[src/rtl/dmem_ctrl_pkg.sv]
// Shared definitions for the data-memory controller of the light RV32I core.
//
// Contents:
//   state_t          - controller FSM state encoding (IDLE, ACCESS, MERGE, RESP)
//   MEM_SIZE_B/H/W   - access size encodings used on the requester ports
//                      (2'b11 is accepted and behaves as a word access)
//   addr_misaligned  - helper that flags half/word accesses whose byte
//                      address is not naturally aligned
package dmem_ctrl_pkg;

  typedef enum logic [1:0] {
    ST_IDLE   = 2'd0,
    ST_ACCESS = 2'd1,
    ST_MERGE  = 2'd2,
    ST_RESP   = 2'd3
  } state_t;

  localparam logic [1:0] MEM_SIZE_B = 2'b00;
  localparam logic [1:0] MEM_SIZE_H = 2'b01;
  localparam logic [1:0] MEM_SIZE_W = 2'b10;

  // Bytes are always aligned; halves need offset[0]==0; words (and the
  // reserved 2'b11 size) need both offset bits clear.
  function automatic logic addr_misaligned(input logic [1:0] size,
                                           input logic [1:0] offset);
    logic mis;
    case (size)
      MEM_SIZE_B: mis = 1'b0;
      MEM_SIZE_H: mis = offset[0];
      default:    mis = (offset != 2'b00);
    endcase
    return mis;
  endfunction

endpackage

[src/rtl/dmem_lane_align.sv]
// Purely combinational byte-lane logic for the data-memory controller.
//
// Ports:
//   word        in  32  memory word being read or modified
//   offset      in  2   byte offset within the word (addr[1:0])
//   size        in  2   access size (byte / half / word)
//   is_unsigned in  1   zero-extend instead of sign-extend on loads
//   wdata       in  32  right-aligned store data
//   load_data   out 32  selected lane, extended to 32 bits
//   merged      out 32  word with the selected lane replaced by wdata
module dmem_lane_align
  import dmem_ctrl_pkg::*;
(
  input  logic [31:0] word,
  input  logic [1:0]  offset,
  input  logic [1:0]  size,
  input  logic        is_unsigned,
  input  logic [31:0] wdata,
  output logic [31:0] load_data,
  output logic [31:0] merged
);

  logic [7:0]  byte_sel;
  logic [15:0] half_sel;

  // Load path: pick the addressed lane, then extend it.
  always_comb begin
    byte_sel  = word[7:0];
    half_sel  = offset[1] ? word[31:16] : word[15:0];
    load_data = word;
    case (offset)
      2'd0:    byte_sel = word[7:0];
      2'd1:    byte_sel = word[15:8];
      2'd2:    byte_sel = word[23:16];
      default: byte_sel = word[31:24];
    endcase
    case (size)
      MEM_SIZE_B: load_data = is_unsigned ? {24'd0, byte_sel}
                                          : {{24{byte_sel[7]}}, byte_sel};
      MEM_SIZE_H: load_data = is_unsigned ? {16'd0, half_sel}
                                          : {{16{half_sel[15]}}, half_sel};
      default:    load_data = word;
    endcase
  end

  // Store path: only the addressed lane changes; a word store replaces all.
  always_comb begin
    merged = word;
    case (size)
      MEM_SIZE_B: begin
        case (offset)
          2'd0:    merged[7:0]   = wdata[7:0];
          2'd1:    merged[15:8]  = wdata[7:0];
          2'd2:    merged[23:16] = wdata[7:0];
          default: merged[31:24] = wdata[7:0];
        endcase
      end
      MEM_SIZE_H: begin
        if (offset[1]) merged[31:16] = wdata[15:0];
        else           merged[15:0]  = wdata[15:0];
      end
      default: merged = wdata;
    endcase
  end

endmodule

[src/rtl/dmem_ctrl.sv]
// Data-memory controller for the light RV32I core.
//
// Arbitrates the load/store unit (port 0) and the debug/loader (port 1)
// onto one single-port word-addressed memory, turns byte-addressed
// LB/LH/LW/LBU/LHU/SB/SH/SW requests into word accesses (sub-word stores
// as registered read-modify-write) and returns one response per request.
//
// Optional feature macro: DMEM_CTRL_RR_EN
//   defined   - round-robin arbitration between the two ports
//   undefined - fixed priority, port 0 always wins
//
// Ports:
//   clk, reset            clock, synchronous active-high reset
//   i_Req/i_We[1:0]       per-port request (held until granted), store flag
//   i_Addr0/1             byte addresses
//   i_WData0/1            right-aligned store data
//   i_Size0/1             00 byte, 01 half, 10/11 word
//   i_Unsigned[1:0]       zero-extend loads
//   o_Gnt[1:0]            combinational one-hot accept pulse
//   o_RValid[1:0]         one-cycle response pulse to the owning port
//   o_RData               extended load data (0 for stores and errors)
//   o_Err                 misaligned access flag, valid with o_RValid
//   o_MemAddr/WrEn/WData  memory port; i_MemRData is combinational read data
module dmem_ctrl
  import dmem_ctrl_pkg::*;
#(
  parameter int MEM_ADDR_WIDTH = 10,
  parameter int DATA_WIDTH     = 32,
  parameter int ADDR_WIDTH     = 32
) (
  input  logic                      clk,
  input  logic                      reset,
  input  logic [1:0]                i_Req,
  input  logic [1:0]                i_We,
  input  logic [ADDR_WIDTH-1:0]     i_Addr0,
  input  logic [ADDR_WIDTH-1:0]     i_Addr1,
  input  logic [DATA_WIDTH-1:0]     i_WData0,
  input  logic [DATA_WIDTH-1:0]     i_WData1,
  input  logic [1:0]                i_Size0,
  input  logic [1:0]                i_Size1,
  input  logic [1:0]                i_Unsigned,
  output logic [1:0]                o_Gnt,
  output logic [1:0]                o_RValid,
  output logic [DATA_WIDTH-1:0]     o_RData,
  output logic                      o_Err,
  output logic [MEM_ADDR_WIDTH-1:0] o_MemAddr,
  output logic                      o_MemWrEn,
  output logic [DATA_WIDTH-1:0]     o_MemWData,
  input  logic [DATA_WIDTH-1:0]     i_MemRData
);

  // Only the word index plus the byte offset are kept; higher address
  // bits are dropped so accesses wrap around the memory.
  localparam int LAT_AW = MEM_ADDR_WIDTH + 2;

  state_t state_q, state_d;

  logic                  any_req;
  logic                  win_port;
  logic [LAT_AW-1:0]     sel_addr;
  logic                  sel_we;
  logic [DATA_WIDTH-1:0] sel_wdata;
  logic [1:0]            sel_size;
  logic                  sel_unsigned;
  logic                  sel_misaligned;

  logic                  lat_we;
  logic [LAT_AW-1:0]     lat_addr;
  logic [DATA_WIDTH-1:0] lat_wdata;
  logic [1:0]            lat_size;
  logic                  lat_unsigned;
  logic                  lat_port;
  logic                  err_q;
  logic [DATA_WIDTH-1:0] rdata_q;
  logic [DATA_WIDTH-1:0] merge_q;

  logic                  lat_word;
  logic [DATA_WIDTH-1:0] align_word;
  logic [DATA_WIDTH-1:0] load_data;
  logic [DATA_WIDTH-1:0] merged_word;
  logic                  unused_addr_hi;

  assign unused_addr_hi = ^{i_Addr0[ADDR_WIDTH-1:LAT_AW], i_Addr1[ADDR_WIDTH-1:LAT_AW]};

`ifdef DMEM_CTRL_RR_EN
  logic rr_ptr;

  // Pointer moves to the port that did not just win, so two ports that
  // request back to back alternate.
  always_ff @(posedge clk) begin
    if (reset) begin
      rr_ptr <= 1'b0;
    end else if (state_q == ST_IDLE && any_req) begin
      rr_ptr <= ~win_port;
    end
  end
`endif

  always_comb begin
    any_req = |i_Req;
`ifdef DMEM_CTRL_RR_EN
    if (&i_Req) win_port = rr_ptr;
    else        win_port = ~i_Req[0];
`else
    win_port = ~i_Req[0];
`endif
  end

  always_comb begin
    sel_addr       = win_port ? i_Addr1[LAT_AW-1:0] : i_Addr0[LAT_AW-1:0];
    sel_we         = i_We[win_port];
    sel_wdata      = win_port ? i_WData1 : i_WData0;
    sel_size       = win_port ? i_Size1 : i_Size0;
    sel_unsigned   = i_Unsigned[win_port];
    sel_misaligned = addr_misaligned(sel_size, sel_addr[1:0]);
  end

  assign lat_word = lat_size[1];

  // MERGE works on the word captured during ACCESS; loads use live data.
  assign align_word = (state_q == ST_MERGE) ? merge_q : i_MemRData;

  dmem_lane_align u_lane_align (
    .word        (align_word),
    .offset      (lat_addr[1:0]),
    .size        (lat_size),
    .is_unsigned (lat_unsigned),
    .wdata       (lat_wdata),
    .load_data   (load_data),
    .merged      (merged_word)
  );

  always_ff @(posedge clk) begin
    if (reset) state_q <= ST_IDLE;
    else       state_q <= state_d;
  end

  // Next state and all combinational outputs. Every output is gated with
  // reset so an interrupted transaction cannot write or respond.
  always_comb begin
    state_d    = state_q;
    o_Gnt      = 2'b00;
    o_RValid   = 2'b00;
    o_Err      = 1'b0;
    o_MemAddr  = '0;
    o_MemWrEn  = 1'b0;
    o_MemWData = '0;
    case (state_q)
      ST_IDLE: begin
        if (any_req) begin
          state_d = sel_misaligned ? ST_RESP : ST_ACCESS;
          if (!reset) o_Gnt = win_port ? 2'b10 : 2'b01;
        end
      end
      ST_ACCESS: begin
        o_MemAddr = lat_addr[LAT_AW-1:2];
        if (lat_we && !lat_word) begin
          state_d = ST_MERGE;
        end else begin
          state_d = ST_RESP;
          if (lat_we && !reset) begin
            o_MemWrEn  = 1'b1;
            o_MemWData = lat_wdata;
          end
        end
      end
      ST_MERGE: begin
        state_d   = ST_RESP;
        o_MemAddr = lat_addr[LAT_AW-1:2];
        if (!reset) begin
          o_MemWrEn  = 1'b1;
          o_MemWData = merged_word;
        end
      end
      default: begin
        state_d = ST_IDLE;
        if (!reset) begin
          o_RValid = lat_port ? 2'b10 : 2'b01;
          o_Err    = err_q;
        end
      end
    endcase
  end

  // Request capture at grant, load-data / RMW-word capture in ACCESS.
  // o_RData is cleared for store and error responses and otherwise held.
  always_ff @(posedge clk) begin
    if (reset) begin
      lat_we       <= 1'b0;
      lat_addr     <= '0;
      lat_wdata    <= '0;
      lat_size     <= MEM_SIZE_B;
      lat_unsigned <= 1'b0;
      lat_port     <= 1'b0;
      err_q        <= 1'b0;
      rdata_q      <= '0;
      merge_q      <= '0;
    end else begin
      case (state_q)
        ST_IDLE: begin
          if (any_req) begin
            lat_we       <= sel_we;
            lat_addr     <= sel_addr;
            lat_wdata    <= sel_wdata;
            lat_size     <= sel_size;
            lat_unsigned <= sel_unsigned;
            lat_port     <= win_port;
            err_q        <= sel_misaligned;
            if (sel_misaligned) rdata_q <= '0;
          end
        end
        ST_ACCESS: begin
          rdata_q <= lat_we ? '0 : load_data;
          if (lat_we && !lat_word) merge_q <= i_MemRData;
        end
        default: begin
        end
      endcase
    end
  end

  assign o_RData = rdata_q;

endmodule

[config.mk]
export PLATFORM = sky130hd
export DESIGN_NAME = dmem_ctrl
export DESIGN_NICKNAME = d
export VERILOG_FILES = /design/src/rtl/dmem_ctrl_pkg.sv /design/src/rtl/dmem_lane_align.sv /design/src/rtl/dmem_ctrl.sv
export SDC_FILE = /design/constraint.sdc
export NUM_CORES = 1
export LEC_CHECK = 0
export BUFFER_PORTS_ARGS = -buffer_cell sky130_fd_sc_hd__buf_4
export CELL_PAD_IN_SITES_DETAIL_PLACEMENT = 0
export CELL_PAD_IN_SITES_GLOBAL_PLACEMENT = 1
export CORE_MARGIN = 2
export CORE_UTILIZATION = 38
export CTS_CLUSTER_DIAMETER = 30
export DETAILED_ROUTE_END_ITERATION = 10
export GPL_ROUTABILITY_DRIVEN = 1
export MAX_ROUTING_LAYER = met4
export PLACE_DENSITY = 0.85
export SYNTH_ARGS = -nofsm -noshare
export SYNTH_HDL_FRONTEND = slang
export SYNTH_HIERARCHICAL = 1
export SYNTH_SLANG_ARGS = --single-unit
[constraint.sdc]
create_clock -name clk -period 3.1 [get_ports clk]
set_input_delay 0.62 -clock clk [delete_from_list [all_inputs] [get_ports clk]]
set_output_delay 0.62 -clock clk [all_outputs]
set_load 0.03 [all_outputs]
; ---- After elaboration in Yosys (flattened, before gate mapping)
; Cells that the tools add are included.
[word_totals]
regBits = 116
latch_bits = 0
ram_bits = 0
rom_bits = 0
in_bits = 172
out_inout_bits = 80
elab_cells = 84
mem_count = 0
[op_classes]
addsub = 0
multipliers = 0
n_div = 0
n_lt_le_gt_ge = 1
n_eq_ne = 8
shift = 0
muxes = 47
bitwise_logic = 1
reduce_logical = 17
[op_table]
columns = cell, n
row1 = $mux 32, 10
row2 = $pmux 32 s2, 4
row3 = $mux 16, 3
row4 = $mux 8, 4
row5 = $pmux 8 s3, 1
row6 = $mux 2, 10
row7 = $mux 12, 1
row8 = $mux 1, 10
row9 = $mux 10, 1
row10 = $eq 2x1->1 const B, 4
row11 = $logic_not 2->1, 4
row12 = $pmux 2 s3, 1
row13 = $reduce_or 3->1, 2
row14 = $eq 2x2->1 const B, 2
row15 = $ne 2x2->1 const B, 2
row16 = $pmux 1 s2, 2
row17 = $reduce_and 2->1, 2
row18 = $reduce_bool 2->1, 2
row19 = $reduce_or 2->1, 2
row20 = $reduce_and 3->1, 1
row21 = $logic_and 1x1->1, 2
row22 = $logic_not 1->1, 2
row23 = $lt 1x2->1 const B, 1
row24 = $not 1->1, 1

; ---- Logic depth before layout (Yosys ltp)
; Gate-level depths: netlist (run 1).
[logic_depth]
word_depth = 7
mapped_depth = 12
mapped_depth_nobuf = 9

; ---- By module
; The synthesis (run 1) kept the hierarchy.
[by_module_without_submodules]
columns = module, n_inst, cells_per_inst, area_each_um2, seq_area_each_um2
row1 = dmem_ctrl, 1, 791, 6600.1, 2322.2
row2 = dmem_lane_align, 1, 251, 1928.1, 0.0

; ---- Worst setup path after synthesis (run 1)
; OpenSTA, ideal clock, no wires.
[synth_timing]
kind = register -> output
from = register state_q[0]
to = output port o_MemWData[12]
arrival_time_ps = 2091
required_time_ps = 2480
path_slack_ps = 389
stages_incl_launch_ff = 11
path_buffers = 2
path_cell_list = dfxtp_1 inv_1 ha_1 buf_2 clkbuf_1 mux2_2 nand2b_1 a21oi_1 a221o_1 a22oi_1 nor2b_1
[synth_via]
elab_chain_len = 6
[synth_lines]
columns = item, line
row1 = from (decl), dmem_ctrl.sv:56  ; state_t state_q, state_d;
row2 = from (signal assigned), dmem_ctrl.sv:135  ; else state_q <= state_d;
row3 = $eq 2x2->1 (*), dmem_ctrl.sv:121  ; assign align_word = (state_q == ST_MERGE) ? merge_q : i_MemRData;
row4 = $mux 32 (*), dmem_ctrl.sv:121
row5 = named net align_word[12], dmem_ctrl.sv:78  ; logic [DATA_WIDTH-1:0] align_word;
row6 = $mux 16 / $mux 8 (equally long branches), "dmem_lane_align.sv:59, dmem_lane_align.sv:51"
row7 = $pmux 32 s2 (*), dmem_lane_align.sv:49  ; case (size)
row8 = named net merged_word[12], dmem_ctrl.sv:80  ; logic [DATA_WIDTH-1:0] merged_word;
row9 = $mux 32 (*), dmem_ctrl.sv:170  ; if (!reset) begin
row10 = $pmux 32 s2 (*), dmem_ctrl.sv:148  ; case (state_q)
row11 = to (decl), dmem_ctrl.sv:48  ; output logic [DATA_WIDTH-1:0] o_MemWData,
; Mark *: on every way through the listed nets, which the timed path passes. The rest lies on a longest branch.

; ---- Final worst setup path (run 1)
; Ends and elaborated chain as after synthesis.

==> results of run 1 <==
[per-layer routing]
metal | vias to the layer above | part of all wire (%) | global-route usage (%)
li1 | 4218 | - | -
met1 | 4235 | 44 | 32.9
met2 | 396 | 47 | 39.5
met3 | 30 | 7.5 | 4.31
met4 | 0 | 1.7 | 7.12
met5 | - | 0 | -
[worst max-delay path, delay by kind of cell, from the launching register on]
kind	cells	cell delay (ns)
muxes	1	0.33
adders and majority gates	1	0.25
and+or+nand+nor	2	0.15
buffers and inverters	3	0.40
AOI/OAI and AO/OA	3	0.58
DFF	1	0.35
[layout by cell type, fill, tap and decap left out, types with 4 or more instances in the layout]
cell type     n
a22oi_1      23
nand2b_1      5
a32oi_1      32
mux4_2        7
o211ai_1      4
buf_4       257
dfxtp_1     112
inv_1         7
nand2_1      91
clkinv_2      5
nand3_1      97
a221o_1       9
nor2_1       61
o211ai_2      4
clkinvlp_4    4
mux2i_1      77
buf_12        6
nor3b_1      33
a211o_1      32
and3b_1       8
mux2_2        8
mux2_4       33
and2_1       18
a211oi_1     54
a22oi_2      11
o221ai_1     17
o22ai_1      23
clkbuf_16    20
a21oi_1      36
o21ai_0       8
nor2b_1      66
[power by group]
group	total, mW	internal, mW	switching, mW
clock	1.83	1.11	0.719
combinational	5.20	2.17	3.03
sequential	2.20	1.84	0.360
total	9.23	5.12	4.11
[how the worst max path moves through the flow]
| stage | from | end | slack [ns] |
|---|---|---|---|
| final | state_q[0]$_SDFFE_PP0P_ | o_MemWData[12] | -0.002 |
| after global placement | state_q[0]$_SDFFE_PP0P_ | o_MemWData[12] | 0.31 |
| after floorplan | state_q[0]$_SDFFE_PP0P_ | o_MemWData[12] | 0.39 |
| after detailed placement | state_q[0]$_SDFFE_PP0P_ | o_MemWData[12] | 0.27 |
| after CTS | state_q[0]$_SDFFE_PP0P_ | o_MemWData[5] | -0.007 |
| after global routing | state_q[0]$_SDFFE_PP0P_ | o_MemWData[12] | -0.07 |
[synth_stat cells, types with 2 or more instances]
library cell	number	area (µm²)
a21oi_1	36	180
clkbuf_1	60	225
o22ai_1	23	144
o211ai_1	4	30.0
nand2_1	91	342
o221ai_1	17	149
a311oi_1	3	26.3
inv_1	8	30.0
a32oi_1	33	289
a221o_1	9	90.1
a21o_1	2	15.0
and2_1	18	113
buf_6	8	90.1
and3b_1	8	70.1
nor2_1	62	233
nand3_1	97	485
o21ai_1	2	10.0
a211o_1	32	280
nand2b_1	5	31.3
mux2i_1	80	801
buf_1	4	15.0
a211oi_1	54	405
or2_2	3	18.8
o21a_1	2	15.0
buf_4	7	52.6
o21ai_0	8	40.0
mux2_2	40	450
dfxtp_1	116	2320
mux4_2	7	158
ha_1	4	50.1
and3_1	3	18.8
clkbuf_2	3	15.0
o211ai_2	4	50.1
nor2b_1	69	432
nor3b_1	33	248
nor3_1	2	10.0
buf_2	39	195
a22oi_1	34	255
[cells by family (layout without fill, tap and decap cells)]
family	Yosys count	in the layout	synth area share (%)
other	0	1	0
muxes	128	128	16.7
and+or+nand+nor	396	396	24.1
DFF	116	116	27.2
adders and majority gates	4	4	0.587
AOI/OAI and AO/OA	269	269	24.1
buffers and inverters	129	308	7.31
[timing repair]
| action | 4_1_cts | 5_1_grt |
|---|---|---|
| hold buffers | 0 | 0 |
| pin swaps | 0 | 19 |
| gates resized for setup | 34 | 22 |
| endpoints found under the setup margin | 26 | 27 |
| gates cloned | 1 | 3 |
| hold endpoints to repair | 0 | 0 |
| buffers inserted | 0 | 27 |
[layout make-up]
cell class                      count  area (µm²)  share of cell area [%]
Multi-Input combinational cell    797        5830                    51.8
Sequential cell                   116        2330                    20.7
Timing Repair Buffer              269        2170                    19.3
Clock buffer                       21         450                    4.00
Tap cell                          280         350                    3.11
Clock inverter                     10        85.1                   0.756
Inverter                            8        32.5                   0.289
Antenna cell                        1        2.50                  0.0222
[sequential cells by signal (all words and copies together) (netlist names), 2 cells and up]
signal     flops
merge_q       32
lat_addr      12
lat_wdata     32
state_q        2
o_RData       32
lat_size       2
[stage by stage]
stage	total power [mW]	area, µm²	util [%]
6_report	9.23	11300	51.3
3_5_place_dp	6.87	10200	46.3
2_1_floorplan	5.55	8530	-
3_3_place_gp	6.82	10200	46.3
5_1_grt	9.70	11300	51.3
4_1_cts	8.86	10900	49.5
==> out/summary.txt, run 1 <==
WHS Endpoint -> merge_q[4]$_SDFFE_PP0P_
WP data required -> 2.48 ns
Tmin final -> 3.10 ns
remaining global-route overflow -> 0
min-delay src -> merge_q[4]$_SDFFE_PP0P_
Rows -> 54
#FFs+latches synth -> 116
predominant post-synthesis flop cell -> dfxtp_1
CTS Root Cell -> clkbuf_16
Hold Violations, Final -> 0
Crit Path Max Fanout -> 5
Synth warnings -> 6
DRC -> 0
Syn Nets -> 1,218
library cells used by synthesis -> 50
CTS tree -> yes
Syn Area/Cell -> 8.18 µm²
Final WS setup -> -0.00216 ns
number of global-route vias before repair -> 8,159
Power Dens Cells -> 820 nW/µm²
first-pass GRT wire length -> 45.6 mm
area growth from synthesis to layout -> 32.0%
Wirelength per Cell -> 20.2 µm
post-route ant nets -> 0
Worst Clk Skew -> 0.00613 ns
antenna violations before repair -> 1
Layout Nets -> 1,385
Sinks on Clock Net -> 116
CP Capture Type -> output pin
Iteration-0 DRC Markers -> 810
Reg2Reg Setup Slack -> 0.39 ns
Post-Synthesis Cell Area -> 8530 µm²
Leak -> 4.54 nW
# H-tree levels -> 4
Synth Instances -> 1,042
RSZ-0062 raised after global routing -> yes
pre-CTS setup slack -> 0.267 ns
largest net degree at the start of global routing -> 104
R2R Path Start -> state_q[0]$_SDFFE_PP0P_
final period utilization -> 100%
Via-to-Cell Ratio -> 5.91
max-cap violations -> 0
clock tree buffer depth -> 2
fillers -> 2,103
CTS buffer count -> 17
slowest cell on the critical path -> dfxtp_4
r2r endpoint -> o_RData[20]$_SDFFE_PP0P_
Fmax achieved -> 0.322 GHz
Clk Latency, worst-skew pair -> 0.42 ns
Die Area -> 23,700 µm²
worst min-delay path category -> reg2reg
Port Buffers -> 211
Seq/Total Area, Yosys -> 27.2%
placed insts -> 1,439
Max transition margin -> 15.1%
max incr delay on CP -> 0.35 ns
Slew Viols, Final -> 0
setup tns final -> -0.00216 ns
CP startpoint kind -> flop
Ports -> 252
Worst Max-Slew Pin Slew -> 1.27 ns
gpl congestion -> 0.921
Post-synth EDFFs -> 0
asr flop ratio synth -> 0%
final std cells w/o fill -> 1,502
Post-DP HPWL -> 20.2 mm
CP arrival -> 2.48 ns
crit path kind -> reg2out
CORE AREA -> 22,000 µm²
die height -> 154 µm
all-layer global routing usage -> 25.0%
detailed-route wire length -> 30.3 mm
WHS -> 0.456 ns
Final setup viols -> 1
initial core utilization -> 38.8%
VDD IR-drop max -> 0.526 mV
Worst Hold Depth -> 2
die width -> 154 µm
share of layout cells above drive strength 1 -> 31.7%
drt pass-1 iters -> 5
crit-path cells -> inv_4, ha_4, buf_12, mux2_4, nand2b_1, a21oi_1, a221o_1, a22oi_2, nor2b_1, buf_4
status -> finished, violations left
worst-case reg-to-reg path depth -> 10
via count -> 8,879
Clk pin slew, worst setup/hold paths -> 0.05 ns
failing checks -> negative setup slack
(Power assumes the default switching activity.)
==> run 2: changes to the inputs <==
CORE_UTILIZATION = 36   (was 38)
PLACE_DENSITY = 0.86   (was 0.85)
SYNTH_HIERARCHICAL = default   (was 1)
==> run 2 against run 1 <==
Against the previous run:
- the run now ends clean
- clock skew up 0.0028 ns
- hold slack worse by 0.0024 ns
- critical path depth down 2
- non-clock buffer count down 24
- utilization up 0.094 points
- global-route usage down 1.8 points
- first-iteration DRC count down 40%
- flip-flop and latch count unchanged
- synthesized cell count down 26%
- design area down 18%
- sequential power about the same
==> out/summary.txt, run 2 <==
area of the multi-input gates -> 4090 µm²
CP arrival -> 2.46 ns
Power Dens Cells -> 858 nW/µm²
largest area contributor in the netlist -> dfxtp_1
gpl congestion -> 1.00
Post-DP HPWL -> 16.7 mm
Rows -> 49
clock tree buffer depth -> 2
Die Area -> 19,300 µm²
RSZ-0062 raised after global routing -> yes
Syn Area/Cell -> 8.48 µm²
Port Buffers -> 211
switching share of power -> 41.7%
asr flop ratio synth -> 0%
Clk Latency, worst-skew pair -> 0.42 ns
Wirelength per Cell -> 18.5 µm
setup tns final -> 0 ns
register area -> 2320 µm²
n_diodes -> 0
Post-synth top cells -> dfxtp_1, nand2_1, nor2_1
worst-case reg-to-reg path depth -> 8
top cells by area, synth -> dfxtp_1, mux2i_1, a211oi_1
CP Capture Type -> output pin
final instance area -> 9200 µm²
placed instance area -> 8410 µm²
CP startpoint -> state_q[0]$_SDFFE_PP0P_
Ports -> 252
CTS tree -> yes
#FFs+latches synth -> 116
antenna violations before repair -> 0
Seq/Total Area, Yosys -> 35.4%
Slew Viols, Final -> 0
Max transition margin -> 58.8%
remaining global-route overflow -> 0
library cells used by synthesis -> 56
clock share of power -> 25.4%
Sinks on Clock Net -> 116
area growth from synthesis to layout -> 40.2%
M3 GR Usage -> 6.87%
VDD IR-drop max -> 0.538 mV
die height -> 139 µm
die width -> 139 µm
max-cap violations -> 0
first-pass GRT wire length -> 34.2 mm
Layout Nets -> 1,148
commonest non-fill, non-tap cells in the layout -> buf_4, dfxtp_1, nand2_1
most common cell in the netlist -> dfxtp_1
Flop pwr share -> 27.5%
Crit Path Max Fanout -> 6
Internal Power -> 4.60 mW
Hold Violations, Final -> 0
Worst Max-Slew Pin Slew -> 0.618 ns
Iteration-0 DRC Markers -> 486
Synth warnings -> 0
initial core utilization -> 36.6%
Leak -> 3.90 nW
met1 Use GR -> 30.0%
worst min-delay path category -> reg2reg
crit path kind -> reg2out
GRT met2 Usage -> 34.3%
Post-Synthesis Cell Area -> 6560 µm²
WHS -> 0.453 ns
leading cell type in the layout, fill and taps excluded -> buf_4
largest net degree at the start of global routing -> 67
Worst Clk Skew -> 0.00893 ns
CP Capture Point -> o_MemWData[30]
Post-synth EDFFs -> 0
Fmax achieved -> 0.325 GHz
placed insts -> 1,182
number of global-route vias before repair -> 6,401
Tmin final -> 3.08 ns
CORE AREA -> 17,900 µm²
detailed-route wire length -> 22.4 mm
predominant post-synthesis flop cell -> dfxtp_1
Reg2Reg Setup Slack -> 0.66 ns
WP data required -> 2.48 ns
Final setup viols -> 0
R2R Path Start -> state_q[0]$_SDFFE_PP0P_
drt pass-1 iters -> 5
final std cells w/o fill -> 1,212
Via-to-Cell Ratio -> 5.52
Logic pwr share -> 47.1%
share of layout cells above drive strength 1 -> 35.1%
CTS buffer count -> 17
Synth Instances -> 773
Syn Nets -> 949
CTS Root Cell -> clkbuf_16
# H-tree levels -> 4
Clk pin slew, worst setup/hold paths -> 0.05 ns
most used routing layer -> met2
fillers -> 1,760
post-route ant nets -> 0
post-synth top area share -> 35.4%
r2r endpoint -> o_RData[10]$_SDFFE_PP0P_
final period utilization -> 99.2%
DRC -> 0
CP startpoint kind -> flop
NetSw -> 3.29 mW
Setup Fix Bufs, Post-CTS -> 0
via count -> 6,688
all-layer global routing usage -> 23.1%
status -> complete, no violations
[run 2: cell count changes after synthesis, moves of 12 or more]
cell / previous run / this run
a211o_1: 32 / 7
a21oi_1: 36 / 58
a22oi_1: 34 / 1
a32oi_1: 33 / 0
buf_2: 39 / 13
clkbuf_1: 60 / 44
mux2_2: 40 / 24
nand3_1: 97 / 12
nor2_1: 62 / 74
nor2b_1: 69 / 11
nor3b_1: 33 / 4
o22ai_1: 23 / 8
[run 2: cell type report]
type,count,share of cell area (%)
multi-input combinational,584,44.5
tap,229,3.12
inverter,8,0.327
timing repair buffer,245,20.2
clock buffer,21,5.22
sequential,116,25.3
clock inverter,9,1.39
[run 2: power groups by stage]
stage / Sequential (mW) / Clock [mW] / Combinational (mW)
finish: 2.17 / 2.00 / 3.71
global route: 2.21 / 2.10 / 4.02
CTS: 2.15 / 2.03 / 3.59
detailed placement: 2.17 / 0 / 3.53
global placement: 2.17 / 0 / 3.50
floorplan: 2.20 / 0 / 2.28
[run 2: how the worst min path moves through the flow]
stage                                     endpoint                     start  cells after the start
after global placement     merge_q[9]$_SDFFE_PP0P_   merge_q[9]$_SDFFE_PP0P_                      2
after global routing       merge_q[2]$_SDFFE_PP0P_             i_MemRData[2]                      3
after CTS                  merge_q[3]$_SDFFE_PP0P_             i_MemRData[3]                      3
after floorplan           merge_q[10]$_SDFFE_PP0P_  merge_q[10]$_SDFFE_PP0P_                      2
final                     merge_q[16]$_SDFFE_PP0P_  merge_q[16]$_SDFFE_PP0P_                      2
after detailed placement  merge_q[14]$_SDFFE_PP0P_  merge_q[14]$_SDFFE_PP0P_                      2
[run 2: per-stage QoR]
step           util [%]  total power [mW]  worst slack (ns)
2_1_floorplan         -              4.48             0.145
5_1_grt            51.4              8.33           -0.0458
3_5_place_dp       47.0              5.70             0.193
3_3_place_gp       47.0              5.67             0.198
6_report           51.4              7.89            0.0241
4_1_cts            50.7              7.76           0.00626
[run 2: critical path, cell delays in order, from the launching register on]
cell      delay (ns)
dfxtp_2         0.34
inv_2           0.08
ha_4            0.21
mux2_4          0.35
mux2_4          0.27
a222oi_1        0.39
o21ai_1         0.11
and2_1          0.15
buf_6           0.14
[run 2: logic make-up (layout without fill, tap and decap cells)]
| logic type | count (synthesis) | count (layout) | share of synthesized area (%) |
|---|---|---|---|
| compound gates | 231 | 231 | 25.9 |
| buf+inv | 73 | 283 | 4.60 |
| flops | 116 | 116 | 35.4 |
| fa+ha+maj | 4 | 4 | 0.763 |
| mux | 99 | 99 | 15.9 |
| simple gates | 250 | 250 | 17.4 |
[run 2: what timing repair did]
item                                    4_1_cts  5_1_grt
gates resized for setup                      12       28
cloned                                        0        0
endpoints found under the setup margin       32       29
pin swaps                                     1        4
hold buffers                                  0        0
[run 2: routing by layer]
| layer | wire length [µm] | share of wire [%] | up-vias |
|---|---|---|---|
| li1 | - | - | 3251 |
| met1 | 10000 | 45 | 3118 |
| met2 | 10000 | 45 | 277 |
| met3 | 1800 | 8.0 | 42 |
| met4 | 557 | 2.5 | 0 |
| met5 | 0 | 0 | - |
==> run 3: changes to the inputs <==
ABC_AREA = 1   (was default)
CORE_UTILIZATION = 34   (was 36)
PLACE_DENSITY = 0.85   (was 0.86)
==> run 3 against run 2 <==
Against the previous run:
- hold slack got worse by 0.010 ns
- routed wire length rose by 22%
- setup slack gained 0.0056 ns
- via count grew 24%
- sequential power is 2% lower
- critical endpoint is now o_MemWData[25]
==> out/summary.txt, run 3 <==
status -> complete, no violations
area growth from synthesis to layout -> 38.5%
M3 GR Usage -> 4.66%
final period utilization -> 99.0%
die width -> 147 µm
Final WS setup -> 0.0296 ns
all-layer global routing usage -> 25.4%
RSZ-0062 raised after global routing -> yes
Synth Instances -> 1,124
Wirelength per Cell -> 16.9 µm
Layout Nets -> 1,502
Clk Latency, worst-skew pair -> 0.43 ns
CTS tree -> yes
Rows -> 52
library cells used by synthesis -> 39
leading cell type in the layout, fill and taps excluded -> nand2_1
via count -> 8,295
max incr delay on CP -> 0.41 ns
antenna violations before repair -> 0
Final setup viols -> 0
Seq/Total Area, Yosys -> 33.2%
top cells by area, synth -> dfxtp_1, nand2_1, o21ai_0
max-cap violations -> 0
detailed-route wire length -> 27.2 mm
slowest cell on the critical path -> or3_1
Via-to-Cell Ratio -> 5.16
CTS buffer count -> 17
asr flop ratio synth -> 0%
Worst Clk Skew -> 0.00914 ns
Crit Path Max Fanout -> 5
Reg2Reg Setup Slack -> 0.78 ns
CTS Root Cell -> clkbuf_16
Post-DP HPWL -> 20.0 mm
Port Buffers -> 211
Buf+Inv Stages, Crit Path -> 5
crit path kind -> reg2out
Hold Violations, Final -> 0
R2R Path Start -> state_q[0]$_SDFFE_PP0P_
met1 Use GR -> 34.3%
final std cells w/o fill -> 1,608
share of layout cells above drive strength 1 -> 25.5%
final instance area -> 9690 µm²
most common cell in the netlist -> nand2_1
initial core utilization -> 34.6%
Syn Nets -> 1,300
CP arrival -> 2.45 ns
Post-Synthesis Cell Area -> 7000 µm²
commonest non-fill, non-tap cells in the layout -> nand2_1, buf_4, o21ai_0
Post-Route Utilization -> 47.9%
crit-path cells -> inv_4, ha_4, clkinvlp_4, buf_6, nor2_4, buf_4, o21ai_0, or3_1, a21oi_2, buf_6
Leak -> 4.28 nW
Sinks on Clock Net -> 116
Post-synth EDFFs -> 0
DRC -> 0
Max transition margin -> 58.7%
Iteration-0 DRC Markers -> 713
Tmin final -> 3.07 ns
WP data required -> 2.48 ns
# H-tree levels -> 4
number of cells on the critical path -> 10
Fmax achieved -> 0.326 GHz
Slew Viols, Final -> 0
placed insts -> 1,565
Post-synth top cells -> nand2_1, o21ai_0, a21oi_1
gpl congestion -> 0.989
largest net degree at the start of global routing -> 73
worst min-delay path category -> reg2reg
most used routing layer -> met2
most frequent CP cell -> buf_6
Syn Area/Cell -> 6.23 µm²
pre-CTS setup slack -> 0.202 ns
CORE AREA -> 20,200 µm²
Clk pin slew, worst setup/hold paths -> 0.05 ns
n_diodes -> 0
clock tree buffer depth -> 2
Die Area -> 21,700 µm²
r2r endpoint -> lat_wdata[15]$_SDFFE_PP0P_
hold_buf cts -> 0
CP startpoint kind -> flop
CP Capture Type -> output pin
Synth warnings -> 0
VDD IR-drop max -> 0.495 mV
number of global-route vias before repair -> 7,540
GRT met2 Usage -> 39.2%
die height -> 147 µm
post-route ant nets -> 0
#FFs+latches synth -> 116
drt pass-1 iters -> 8
first-pass GRT wire length -> 41.9 mm
worst-case reg-to-reg path depth -> 9
remaining global-route overflow -> 0
Ports -> 252
Worst Max-Slew Pin Slew -> 0.614 ns
Power Dens Cells -> 882 nW/µm²
post-synth top area share -> 33.2%
predominant post-synthesis flop cell -> dfxtp_1
placed instance area -> 8870 µm²
WHS -> 0.443 ns
CP top delay family -> buffers and inverters
largest area contributor in the netlist -> dfxtp_1
CP startpoint -> state_q[0]$_SDFFE_PP0P_
CP Capture Point -> o_MemWData[25]
run 3: report_power, final:
group	switching (mW)	internal [mW]	total (mW)
logic	3.04	1.44	4.48
registers	0.270	1.86	2.13
clock network	0.713	1.23	1.94
run 3: layout make-up:
cell class | instances | area, µm²
Clock inverter | 10 | 106
Multi-Input combinational cell | 827 | 4030
Timing Repair inverter | 2 | 15.0
Tap cell | 270 | 338
Clock buffer | 21 | 470
Fill cell | 2165 | 10500
Inverter | 101 | 398
Sequential cell | 116 | 2330
Timing Repair Buffer | 261 | 2010
run 3: per-layer routing:
| layer | share of wire [%] | vias to the layer above |
|---|---|---|
| met5 | 0 | - |
| met4 | 2.0 | 0 |
| met3 | 7.3 | 34 |
| met2 | 46 | 336 |
| met1 | 45 | 3787 |
| li1 | - | 4138 |
run 3: how the worst min path moves through the flow:
stage	start	endpoint	slack [ns]	cells after the start
detailed placement	merge_q[20]$_SDFFE_PP0P_	merge_q[20]$_SDFFE_PP0P_	0.44	2
global route	merge_q[23]$_SDFFE_PP0P_	merge_q[23]$_SDFFE_PP0P_	0.46	2
global placement	merge_q[13]$_SDFFE_PP0P_	merge_q[13]$_SDFFE_PP0P_	0.43	2
floorplan	merge_q[12]$_SDFFE_PP0P_	merge_q[12]$_SDFFE_PP0P_	0.42	2
CTS	merge_q[13]$_SDFFE_PP0P_	merge_q[13]$_SDFFE_PP0P_	0.44	2
finish	merge_q[13]$_SDFFE_PP0P_	merge_q[13]$_SDFFE_PP0P_	0.44	2
run 3: cell families (layout without fill, tap and decap cells):
family / after synthesis / in the layout / share of synthesized area [%]
AO/OA/AOI/OAI: 363 / 363 / 28.4
adder cells (fa/ha/maj): 4 / 4 / 0.715
buffers and inverters: 181 / 395 / 11.0
flip-flops: 116 / 116 / 33.2
AND/OR/NAND/NOR: 460 / 460 / 26.6
run 3: worst reg2reg max path, stage by stage (launching register included):
cell	delay (ns)
dfxtp_4	0.35
inv_4	0.06
buf_4	0.10
ha_2	0.19
inv_1	0.11
nor2_4	0.23
buf_4	0.25
buf_4	0.52
o21ai_0	0.22
a31oi_1	0.20
run 3: timing repair:
action | in CTS | in global routing
resized for setup | 23 | 31
endpoints found under the setup margin | 28 | 27
pin swaps | 3 | 6
buffers inserted | 8 | 3
gates cloned | 2 | 0
run 3: metrics by stage:
step | TNS [ns] | total power [mW]
after floorplan | 0 | 4.89
after global placement | 0 | 6.29
after detailed placement | 0 | 6.31
after CTS | 0 | 8.43
after global routing | -0.259 | 9.13
final | 0 | 8.55
